$ cat src/rtl/sd_cmd_phy.sv
// SD host command-line PHY: drives a 48-bit command frame onto CMD, then
// captures the 48- or 136-bit card response and checks CRC7, end bit and index.
module sd_cmd_phy #(
   parameter int TIMEOUT_CYCLES = 64
) (
   input  logic         clock,
   input  logic         reset,
   input  logic         sd_clk_en,
   input  logic         cmd_pin_in,
   output logic         cmd_pin_out,
   output logic         cmd_oe,
   input  logic         start,
   input  logic [5:0]   cmd_index,
   input  logic [31:0]  cmd_argument,
   input  logic [1:0]   resp_type,
   output logic         busy,
   output logic         done,
   output logic [127:0] response,
   output logic         timeout_err,
   output logic         crc_err,
   output logic         end_bit_err,
   output logic         index_err
);
   // state | meaning
   // IDLE  | line released, waiting for start
   // SEND  | driving the command frame, MSB first, one bit per strobe
   // WAIT  | line released, looking for the response start bit
   // RECV  | shifting in the response, one bit per strobe
   // DONE  | one-cycle completion pulse
   typedef enum logic [2:0] {S_IDLE, S_SEND, S_WAIT, S_RECV, S_DONE} state_t;

   localparam int WAIT_W = $clog2(TIMEOUT_CYCLES + 1);

   state_t              state_q, state_d;
   logic [47:0]         frame_q, frame_d;
   logic [7:0]          bit_cnt_q, bit_cnt_d;
   logic [WAIT_W-1:0]   wait_cnt_q, wait_cnt_d;
   logic [126:0]        shift_q, shift_d;
   logic [5:0]          index_q, index_d;
   logic [1:0]          type_q, type_d;
   logic [127:0]        response_q, response_d;
   logic                timeout_q, timeout_d;
   logic                crc_err_q, crc_err_d;
   logic                end_bit_q, end_bit_d;
   logic                index_err_q, index_err_d;

   logic [39:0]         tx_body;
   logic [6:0]          tx_crc;
   logic [127:0]        rx_shift;
   logic [6:0]          rx_crc;
   logic                is_r2;

   // With a zero seed, leading zero bits leave the CRC untouched, so one
   // 120-bit engine serves both the 40-bit and the 120-bit coverage.
   function automatic logic [6:0] crc7(input logic [119:0] data);
      logic [6:0] crc;
      logic       fb;
      crc = '0;
      for (int i = 119; i >= 0; i--) begin
         fb  = data[i] ^ crc[6];
         crc = {crc[5:0], 1'b0} ^ {3'b000, fb, 2'b00, fb};
      end
      return crc;
   endfunction

   assign tx_body  = {2'b01, cmd_index, cmd_argument};
   assign tx_crc   = crc7({80'b0, tx_body});
   assign is_r2    = (type_q == 2'b01);
   // Only the last 128 received bits matter; the R2 header byte falls off the top.
   assign rx_shift = {shift_q, cmd_pin_in};
   assign rx_crc   = is_r2 ? crc7(rx_shift[127:8]) : crc7({80'b0, rx_shift[47:8]});

   always_comb begin
      state_d     = state_q;
      frame_d     = frame_q;
      bit_cnt_d   = bit_cnt_q;
      wait_cnt_d  = wait_cnt_q;
      shift_d     = shift_q;
      index_d     = index_q;
      type_d      = type_q;
      response_d  = response_q;
      timeout_d   = timeout_q;
      crc_err_d   = crc_err_q;
      end_bit_d   = end_bit_q;
      index_err_d = index_err_q;
      case (state_q)
         S_IDLE: begin
            if (start) begin
               index_d     = cmd_index;
               type_d      = resp_type;
               frame_d     = {tx_body, tx_crc, 1'b1};
               bit_cnt_d   = 8'd47;
               timeout_d   = 1'b0;
               crc_err_d   = 1'b0;
               end_bit_d   = 1'b0;
               index_err_d = 1'b0;
               state_d     = S_SEND;
            end
         end
         S_SEND: begin
            if (sd_clk_en) begin
               if (bit_cnt_q == 8'd0) begin
                  wait_cnt_d = WAIT_W'(TIMEOUT_CYCLES);
                  state_d    = (type_q == 2'b00) ? S_DONE : S_WAIT;
               end else begin
                  frame_d   = {frame_q[46:0], 1'b1};
                  bit_cnt_d = bit_cnt_q - 8'd1;
               end
            end
         end
         S_WAIT: begin
            if (sd_clk_en) begin
               if (wait_cnt_q == WAIT_W'(1)) begin
                  timeout_d = 1'b1;
                  state_d   = S_DONE;
               end else if (!cmd_pin_in) begin
                  shift_d   = '0;
                  bit_cnt_d = is_r2 ? 8'd135 : 8'd47;
                  state_d   = S_RECV;
               end else begin
                  wait_cnt_d = wait_cnt_q - WAIT_W'(1);
               end
            end
         end
         S_RECV: begin
            if (sd_clk_en) begin
               shift_d = rx_shift[126:0];
               if (bit_cnt_q == 8'd1) begin
                  end_bit_d = ~cmd_pin_in;
                  if (is_r2) begin
                     response_d = {8'h00, rx_shift[127:8]};
                     crc_err_d  = (rx_crc != rx_shift[7:1]);
                  end else begin
                     response_d  = {96'b0, rx_shift[39:8]};
                     crc_err_d   = (rx_crc != rx_shift[7:1]);
                     index_err_d = (rx_shift[45:40] != index_q);
                  end
                  state_d = S_DONE;
               end else begin
                  bit_cnt_d = bit_cnt_q - 8'd1;
               end
            end
         end
         S_DONE:  state_d = S_IDLE;
         default: state_d = S_IDLE;
      endcase
   end

   always_ff @(posedge clock) begin
      if (reset) begin
         state_q     <= S_IDLE;
         frame_q     <= '0;
         bit_cnt_q   <= '0;
         wait_cnt_q  <= '0;
         shift_q     <= '0;
         index_q     <= '0;
         type_q      <= '0;
         response_q  <= '0;
         timeout_q   <= 1'b0;
         crc_err_q   <= 1'b0;
         end_bit_q   <= 1'b0;
         index_err_q <= 1'b0;
      end else begin
         state_q     <= state_d;
         frame_q     <= frame_d;
         bit_cnt_q   <= bit_cnt_d;
         wait_cnt_q  <= wait_cnt_d;
         shift_q     <= shift_d;
         index_q     <= index_d;
         type_q      <= type_d;
         response_q  <= response_d;
         timeout_q   <= timeout_d;
         crc_err_q   <= crc_err_d;
         end_bit_q   <= end_bit_d;
         index_err_q <= index_err_d;
      end
   end

   assign cmd_oe      = (state_q == S_SEND);
   assign cmd_pin_out = cmd_oe ? frame_q[47] : 1'b1;
   assign busy        = (state_q != S_IDLE);
   assign done        = (state_q == S_DONE);
   assign response    = response_q;
   assign timeout_err = timeout_q;
   assign crc_err     = crc_err_q;
   assign end_bit_err = end_bit_q;
   assign index_err   = index_err_q;
endmodule

$ cat config.mk
export PLATFORM = sky130hd
export DESIGN_NAME = sd_cmd_phy
export DESIGN_NICKNAME = d
export VERILOG_FILES = /design/src/rtl/sd_cmd_phy.sv
export SDC_FILE = /design/constraint.sdc
export NUM_CORES = 1
export LEC_CHECK = 0
export ABC_AREA = 1
export CAP_MARGIN = 20
export CORE_MARGIN = 2
export CORE_UTILIZATION = 45
export DETAILED_ROUTE_END_ITERATION = 12
export PLACE_DENSITY = 0.68
export SKIP_LAST_GASP = 1
export SLEW_MARGIN = 30
export SYNTH_ARGS = -nofsm -noshare
export SYNTH_HDL_FRONTEND = slang
export SYNTH_SLANG_ARGS = --single-unit
$ cat constraint.sdc
create_clock -name clock -period 5.4 [get_ports clock]
set_input_delay 1.08 -clock clock [delete_from_list [all_inputs] [get_ports clock]]
set_output_delay 1.08 -clock clock [all_outputs]
set_load 0.01 [all_outputs]
# ---- After elaboration in Yosys (flattened, before gate mapping)
# Cells that the tools add are included.
dict set report word_totals {
  register_bits 333
  wordCells 497
  out_inout_bits 136
  inputBits 45
}
dict set report op_classes {
  n_reduce_logical 20
  n_addsub 2
  bitwise_logic 388
  n_eq_ne 23
  mux 52
}
# operator count
set op_table {}
lappend op_table {{XOR 7 x 4 -> 7 bit} 190}
lappend op_table {{2-to-1 mux 127 bit} 4}
lappend op_table {{one-hot mux 127 bit (2 select lines)} 1}
lappend op_table {{XOR 1 bit} 187}
lappend op_table {{2-to-1 mux 48 bit} 3}
lappend op_table {{2-to-1 mux 120 bit} 1}
lappend op_table {{one-hot mux 48 bit (2 select lines)} 1}
lappend op_table {{2-to-1 mux 8 bit} 9}
lappend op_table {{2-to-1 mux 7 bit} 6}
lappend op_table {{one-hot mux 8 bit (4 select lines)} 1}
lappend op_table {{2-to-1 mux 3 bit} 9}
lappend op_table {{!= test 2 bit (second input constant)} 12}
lappend op_table {{XOR 6 x 4 -> 6 bit} 3}
lappend op_table {{one-hot mux 7 bit (2 select lines)} 1}
lappend op_table {{one-hot mux 3 bit (4 select lines)} 1}
lappend op_table {{AND reduction 4 bit} 3}
lappend op_table {{2-to-1 mux 1 bit} 11}
lappend op_table {{AND reduction 5 bit} 2}
lappend op_table {{nonzero test 2 bit} 5}
lappend op_table {{XOR 5 x 4 -> 5 bit} 2}
lappend op_table {{AND reduction 9 bit} 1}
lappend op_table {{== test 8 x 1 -> 1 bit (second input constant)} 1}
lappend op_table {{zero test 8 bit} 1}
lappend op_table {{one-hot mux 1 bit (2 select lines)} 4}
lappend op_table {{21 further kinds} 26}

# ---- Logic depth before layout (Yosys ltp)
# Gate-level depths: netlist of the first run.
dict set report logic_depth {
  word_depth 240
  mapped_depth 85
  mapped_depth_nobuf 85
}

# ---- Least setup slack after synthesis of the first run
# OpenSTA, ideal clock, no wires.
dict set report synth_timing {
  path_type {flip-flop to flip-flop}
  start {register shift_q[125]}
  end {register crc_err_q, in the netlist crc_err}
  setup_time_ns 0.127
  synth_period_minus_slack_ns 5.789
  t_required_ns 5.273
  n_path_buf 0
  slack_ns -0.389
  path_stages_with_launch 76
  arrival_time_ns 5.662
  cell_sequence {dfxtp_1 > inv_2 > nand2_1 > nand2_1 > nand2_2 > nand3_1 > nand2_1 > nand2_2 > nand2_2 > nand3_1 > nand2_2 > nand2_2 > nand2_2 > inv_2 > nand2_1 > nand2_2 > nand2_2 > nand2_2 > (+40 left out) > nand2_2 > nand2_2 > nand2_4 > inv_2 > nand2_2 > nand2_4 > nand2_2 > inv_2 > nor2_4 > nor2_1 > o21ai_2 > nand2_1 > nand2_1 > nand2_1 > nor2_1 > nand3_1 > nand2_1 > a21oi_2}
}
dict set report synth_via {
  elab_chain_len 153
  elab_cells_between_ends 233
  cone_classes {eq/ne: 1; mux: 4; bitwise: 228}
}
# item line_no
set synth_lines {}
lappend synth_lines {{start, declared} 38} ;# logic [126:0] shift_q, shift_d;
lappend synth_lines {{start signal, assigned} 168} ;# shift_q <= shift_d;
lappend synth_lines {{XOR 5 x 4 -> 5 bit (*)} 61} ;# crc = {crc[5:0], 1'b0} ^ {3'b000, fb, 2'b00, fb};
lappend synth_lines {{XOR 6 x 4 -> 6 bit (*)} 61}
lappend synth_lines {{XOR 7 x 4 -> 7 bit (*) (2 in series)} 61}
lappend synth_lines {{XOR 1 bit} 60} ;# fb = data[i] ^ crc[6];
lappend synth_lines {{XOR 7 x 4 -> 7 bit (*) (4 in series)} 61}
lappend synth_lines {{XOR 1 bit} 60}
lappend synth_lines {{XOR 7 x 4 -> 7 bit (*) (4 in series)} 61}
lappend synth_lines {{XOR 1 bit} 60}
lappend synth_lines {{(+125 left out)} --}
lappend synth_lines {{XOR 7 x 4 -> 7 bit (*) (4 in series)} 61}
lappend synth_lines {{XOR 1 bit} 60}
lappend synth_lines {{XOR 7 x 4 -> 7 bit (*) (3 in series)} 61}
lappend synth_lines {{2-to-1 mux 7 bit (*)} 71} ;# assign rx_crc = is_r2 ? crc7(rx_shift[127:8]) : crc7({80'b0, rx_shift[47:8]});
lappend synth_lines {{!= test 7 bit (*)} {132, 135}}
lappend synth_lines {{2-to-1 mux 1 bit (*)} 128} ;# if (bit_cnt_q == 8'd1) begin
lappend synth_lines {{2-to-1 mux 1 bit (*)} 126} ;# if (sd_clk_en) begin
lappend synth_lines {{one-hot mux 1 bit (2 select lines) (*)} 86} ;# case (state_q)
lappend synth_lines {{end signal, assigned} 173} ;# crc_err_q <= crc_err_d;
lappend synth_lines {{end, declared} 43} ;# logic crc_err_q, crc_err_d;
# Every way passes the cells marked *; elsewhere a longest branch is shown, timed or not. The select of a mux whose other input is x is not followed.
# A chain may end at the register's enable or synchronous reset.

# ---- Worst setup path after layout of the first run
dict set report layout_timing {
  start {register shift_q[124]}
  end {register crc_err_q, in the netlist crc_err}
}
dict set report layout_via {
  elab_chain_len 153
  elab_cells_between_ends 232
  cone_classes {eq/ne: 1; mux: 4; bitwise: 227}
}
# item line_no
set layout_lines {}
lappend layout_lines {{XOR 1 bit (*)} 60}
lappend layout_lines {{XOR 6 x 4 -> 6 bit (*)} 61}
lappend layout_lines {{XOR 7 x 4 -> 7 bit (*) (3 in series)} 61}
lappend layout_lines {{XOR 1 bit} 60}
lappend layout_lines {{XOR 7 x 4 -> 7 bit (*) (4 in series)} 61}
lappend layout_lines {{XOR 1 bit} 60}
lappend layout_lines {{XOR 7 x 4 -> 7 bit (*) (4 in series)} 61}
lappend layout_lines {{XOR 1 bit} 60}
lappend layout_lines {{(+125 left out)} --}
lappend layout_lines {{XOR 7 x 4 -> 7 bit (*) (4 in series)} 61}
lappend layout_lines {{XOR 1 bit} 60}
lappend layout_lines {{XOR 7 x 4 -> 7 bit (*) (2 in series)} 61}
lappend layout_lines {{2-to-1 mux 7 bit (*)} 71}
lappend layout_lines {{!= test 7 bit (*)} {132, 135}}
lappend layout_lines {{2-to-1 mux 1 bit (*)} 128}
lappend layout_lines {{2-to-1 mux 1 bit (*)} 126}
lappend layout_lines {{one-hot mux 1 bit (2 select lines) (*)} 86}
# Marks and branches as above.

==> results.yml, run 1 <==
outcome:
  status: "complete, but fails checks"
  violations: "setup timing"
setup_path:
  cp_data_arrival_time_ns: 7.41
  startpoint_type: "register"
  slowest_stage: "dfxtp_4"
  path_max_fanout: 6
  criticalPathCategory: "register to register"
  crit_path_end_kind: "register"
  crit_top_cell: "nand2_2"
  max_stage_delay_ns: 0.38
  cp.required_ns: 5.79
min_path:
  min_path_type: "register to register"
yosys:
  synth_seq_area_share_pct: 34.64
  syn_inst: 2633
  synth_edf_count: 0
  ys_types: 44
  synth_top_flop_cell: "dfxtp_1"
  ys_warn_count: 0
  syn_avg_cell_area_sq_um: 7.133
  ys_ff_latch: 325
  syn_area_sq_um: 18780
  async_flop_share_pct: 0
clocking:
  postCtsHoldBufs: 0
  clkLatencyLatePin_ns: 0.55
  clkSlewWorstSetupHoldPaths_ns: 0.06
  root_buffer: "clkbuf_16"
  cts_buffer_depth: 3
  numCtsBuffers: 38
  cts_tree: "yes"
  h-tree-depth: 2
  clock-sinks: 325
sta:
  hold_ws_ns: 0.4590
  setup_viol: 1
  min_period_ns: 7.014
  max_slew_margin_pct: 30.55
  period_share_pct: 129.9
  worst_slack_ns: -1.614
  rsz0062_at_grt: "yes"
  max_freq_ghz: 0.1426
  finalMaxSlewViolations: 0
  final_hold_viol_count: 0
  skew_ns: 0.01094
  worst_pin_slew_ns: 1.042
route:
  wl_per_cell_um: 15.65
  drc: 0
  totalWireLength_um: 52560
  drt-initial-drc-count: 1128
  antenna_left: 0
  vias_per_cell: 5.398
  drtPass1Iterations: 5
  vias: 18130
final_layout:
  syn2layout_area_growth_pct: 22.87
  fin_nets: 2848
  drive_gt1_share_pct: 19.17
  antenna_cells: 0
  layout.cells.non_filler: 3359
job:
  drv_cap: 0
grt:
  grt_pass1_vias: 17420
  antenna_found_initial: 0
  grt_start_max_net_pins: 205
  track_usage_pct: 23.69
  grt_overflow: 0
  grt_pass1_wl_um: 86480
floorplan:
  row_count: 74
  start_util_pct: 45.79
  die_h_um: 208.3
  design.die.area_sq_um: 43380
  pin_count: 181
  die-width_um: 208.3
  core_area_sq_um: 41020
placed_design:
  dp_hpwl_um: 36730
  dp.cells: 3288
  io_buffers: 172
  place_ws_ns: -1.527
  gp_congestion: 0.9168
[metal layers]
metal	GRT usage (%)	routed length (um)	vias up
met1	30.98	24080	8518
met5	0	0	-
met4	7.169	1127	0
li1	-	-	9133
met2	40.02	24890	390
met3	3.879	2464	90
[timing repair]
item	4_1_cts	5_1_grt
resized for setup	15	74
pin swaps	6	18
setup buffers	0	2
hold endpoints to repair	0	0
endpoints found under the setup margin	1	1
[state kept, by name (all words and copies together), names as in the netlist]
register	count
state_q	3
type_q	2
index_err	1
wait_cnt_q	7
timeout_err	1
end_bit_err	1
bit_cnt_q	8
crc_err	1
shift_q	127
response	120
frame_q	48
index_q	6
[cell usage in the layout (no fill, tap or decap), drive strengths merged, types with 8 or more instances in the layout]
master / count
nand2: 740
dfxtp: 325
inv: 267
nand3: 262
a21oi: 204
clkdlybuf4s50: 171
o21ai: 170
a211oi: 127
buf: 91
xor2: 81
o211a: 72
nor2: 72
xnor2: 67
clkbuf: 61
a31oi: 42
nand3b: 20
nor3: 9
conb: 8
[cells by family after synthesis]
family | after synthesis | share of synthesized area [%]
simple gates | 1114 | 28.55
compound gates | 630 | 20.96
buf+inv | 410 | 8.548
flops | 325 | 34.64
xor+xnor | 148 | 6.942
fa+ha+maj | 5 | 0.3331
other cells | 1 | 0.01997
[critical path: cells and delay by family, from the launching register on]
family	cells	cell delay [ns]
simple gates	65	5.68
flops	1	0.38
compound gates	2	0.25
buf+inv	8	0.57
[per-stage QoR]
step	util, %	area [sq um]	setup TNS (ns)
after floorplan	-	18960	-0.3179
after global placement	52.35	21470	-1.309
after detailed placement	52.35	21470	-1.527
after CTS	55.51	22770	-1.412
after global routing	56.26	23080	-2.232
final	56.26	23080	-1.614
[cells in the mapped netlist (2+ instances only)]
| library cell | count | area, sq um |
|---|---|---|
| nand2_1 | 556 | 2087 |
| nor2_1 | 63 | 236.5 |
| buf_6 | 3 | 33.78 |
| or2_2 | 4 | 25.02 |
| buf_1 | 8 | 30.03 |
| buf_4 | 10 | 75.07 |
| nor3_1 | 9 | 45.04 |
| nor2_2 | 7 | 43.79 |
| o21ai_0 | 168 | 840.8 |
| clkinv_1 | 2 | 7.510 |
| xnor2_1 | 66 | 578.1 |
| nand2_4 | 15 | 168.9 |
| inv_2 | 47 | 176.4 |
| o22ai_1 | 4 | 25.02 |
| nand4_1 | 3 | 18.77 |
| dfxtp_1 | 325 | 6506 |
| xor2_1 | 81 | 709.4 |
| o221ai_1 | 2 | 17.52 |
| a221oi_1 | 3 | 26.28 |
| a211oi_1 | 127 | 953.4 |
| clkbuf_1 | 121 | 454.2 |
| nand3b_1 | 20 | 150.1 |
| nand3_1 | 230 | 1151 |
| o211a_1 | 72 | 720.7 |
| a21oi_1 | 203 | 1016 |
| nand3_2 | 31 | 310.3 |
| nor2_4 | 2 | 22.52 |
| inv_1 | 217 | 814.5 |
| a311oi_1 | 2 | 17.52 |
| a31oi_1 | 42 | 262.8 |
| ha_1 | 5 | 62.56 |
| nor3b_1 | 3 | 22.52 |
| nand2_2 | 169 | 1057 |
| o211ai_1 | 3 | 22.52 |
[final cells by class]
class | instances | area, sq um
Clock buffer | 61 | 1189
Clock inverter | 8 | 61.31
Fill cell | 3864 | 17940
Inverter | 266 | 1006
Multi-Input combinational cell | 1905 | 11180
Sequential cell | 325 | 6525
Tap cell | 532 | 665.6
Timing Repair Buffer | 262 | 2445
[path summary, 6_finish.rpt]
path              slack, ns    startpoint  cells after the start      endpoint
setup / recovery      -1.61  shift_q[124]                     75       crc_err
hold / removal         0.46  response[64]                      2  response[64]
setup reg to reg      -1.61  shift_q[124]                     75       crc_err
hold reg to reg        0.46  response[64]                      2  response[64]
Power of run 1 is not shown: default switching activity piles up to over one toggle a cycle in this logic, so the estimate is an artifact.
==> run 2: changes to the inputs <==
--- a/config.mk
+++ b/config.mk
@@ -7,10 +7,13 @@
 export LEC_CHECK = 0
 export ABC_AREA = 1
 export CAP_MARGIN = 20
+export CELL_PAD_IN_SITES_DETAIL_PLACEMENT = 1
+export CELL_PAD_IN_SITES_GLOBAL_PLACEMENT = 2
 export CORE_MARGIN = 2
-export CORE_UTILIZATION = 45
+export CORE_UTILIZATION = 33
 export DETAILED_ROUTE_END_ITERATION = 12
-export PLACE_DENSITY = 0.68
+export DONT_BUFFER_PORTS = 1
+export PLACE_DENSITY = 0.76
 export SKIP_LAST_GASP = 1
 export SLEW_MARGIN = 30
 export SYNTH_ARGS = -nofsm -noshare
==> results.yml, run 2 (synthesized netlist as in run 1, its figures left out) <==
floorplan:
  design.die.area_sq_um: 58840
  die_h_um: 242.6
  start_util_pct: 33.37
  core_area_sq_um: 56280
  pin_count: 181
  row_count: 87
  die-width_um: 242.6
grt:
  grt_pass1_vias: 18630
  track_usage_pct: 20.53
  grt_overflow: 0
  grt_pass1_wl_um: 99830
  grt_start_max_net_pins: 233
  antenna_found_initial: 1
setup_path:
  crit_top_cell: "nand2_2"
  cp_data_arrival_time_ns: 7.37
  max_stage_delay_ns: 0.40
  slowest_stage: "dfxtp_4"
  crit_path_end_kind: "register"
  startpoint_type: "register"
  cp_num_buf_inv: 5
  path_max_fanout: 5
  criticalPathCategory: "register to register"
  cp.required_ns: 5.84
  cp_top_family: "simple AND/OR/NAND/NOR gates"
sta:
  period_share_pct: 128.3
  max_slew_margin_pct: 44.62
  worst_pin_slew_ns: 0.8221
  worst_slack_ns: -1.527
  rsz0062_at_grt: "yes"
  fin_setup_tns_ns: -1.527
  final_hold_viol_count: 0
  setup_viol: 1
  max_freq_ghz: 0.1444
  skew_ns: 0.01999
  min_period_ns: 6.927
  finalMaxSlewViolations: 0
final_layout:
  antenna_cells: 0
  drive_gt1_share_pct: 23.38
  largest_register_ffs: 127
  fill_cells: 6962
  top_register: "shift_q"
  final_cell_mix: "446 x nand2_1, 315 x dfxtp_1, 242 x nand2_2"
  fin_nets: 2683
  final_common_cell: "nand2_1"
  syn2layout_area_growth_pct: 18.79
clocking:
  h-tree-depth: 2
  root_buffer: "clkbuf_16"
  clkLatencyLatePin_ns: 0.57
  postCtsHoldBufs: 0
  numCtsBuffers: 41
  clkSlewWorstSetupHoldPaths_ns: 0.06
  clock-sinks: 325
  cts_buffer_depth: 3
  cts_tree: "yes"
outcome:
  violations: "setup timing"
  status: "complete, but fails checks"
route:
  totalWireLength_um: 61290
  vias_per_cell: 5.163
  vias: 17660
  wl_per_cell_um: 17.92
  drc: 0
  drtPass1Iterations: 5
  antenna_left: 0
  drt-initial-drc-count: 746
placed_design:
  gp_congestion: 0.8282
  io_buffers: 0
  place_ws_ns: -1.866
  dp_hpwl_um: 43320
job:
  drv_cap: 0
min_path:
  min_path_type: "register to register"
run 2: what timing repair did:
action | in CTS | in global routing
resized for setup | 86 | 110
pin swaps | 39 | 55
buffers inserted | 1 | 1
gates cloned | 0 | 0
setup endpoints to repair | 1 | 1
endpoints found under the hold margin | 0 | 0
run 2: worst paths after layout:
| kind | start | end | slack [ns] | cells after the start |
|---|---|---|---|---|
| worst min-delay path | frame_q[3] | frame_q[3] | 0.47 | 2 |
| worst min register to register | frame_q[3] | frame_q[3] | 0.47 | 2 |
| worst max-delay path | shift_q[122] | crc_err | -1.53 | 72 |
| worst max register to register | shift_q[122] | crc_err | -1.53 | 72 |
run 2: layer usage:
metal  vias to the layer above  global-route usage, %  wire length [um]  share of wire, %
met2                       219                  36.04             29570                48
met5                         -                      0                13             0.021
li1                       8780                      -                 -                 -
met3                        86                  4.309              2649               4.3
met4                         2                  5.592              1479               2.4
met1                      8574                  25.30             27580                45
run 2: metrics by stage:
stage | util (%) | instance area, sq um | instances | hold WS (ns)
global route | 39.64 | 22310 | 3421 | 0.4981
finish | 39.64 | 22310 | 3421 | 0.4735
CTS | 38.78 | 21820 | 3418 | 0.4732
floorplan | - | 18960 | 2640 | 0.4368
global placement | 35.62 | 20050 | 3342 | 0.4552
detailed placement | 35.62 | 20050 | 3342 | 0.4612
run 2: cell type report:
cell class,instances,area (sq um),share of cell area (%)
Multi-Input combinational cell,1905,11620,52.08
Sequential cell,325,6531,29.27
Clock buffer,61,1211,5.429
Inverter,266,1006,4.509
Tap cell,756,945.9,4.240
Timing Repair Buffer,94,763.2,3.421
Clock inverter,14,234.0,1.049
run 2: worst register-to-register path: cells and delay by family, from the launching register on:
family          cells  cell delay, ns
flops               1            0.40
buf+inv             5            0.32
simple gates       65            5.81
compound gates      1            0.06
xor+xnor            1            0.21
Power of run 2 is left out for the same reason.
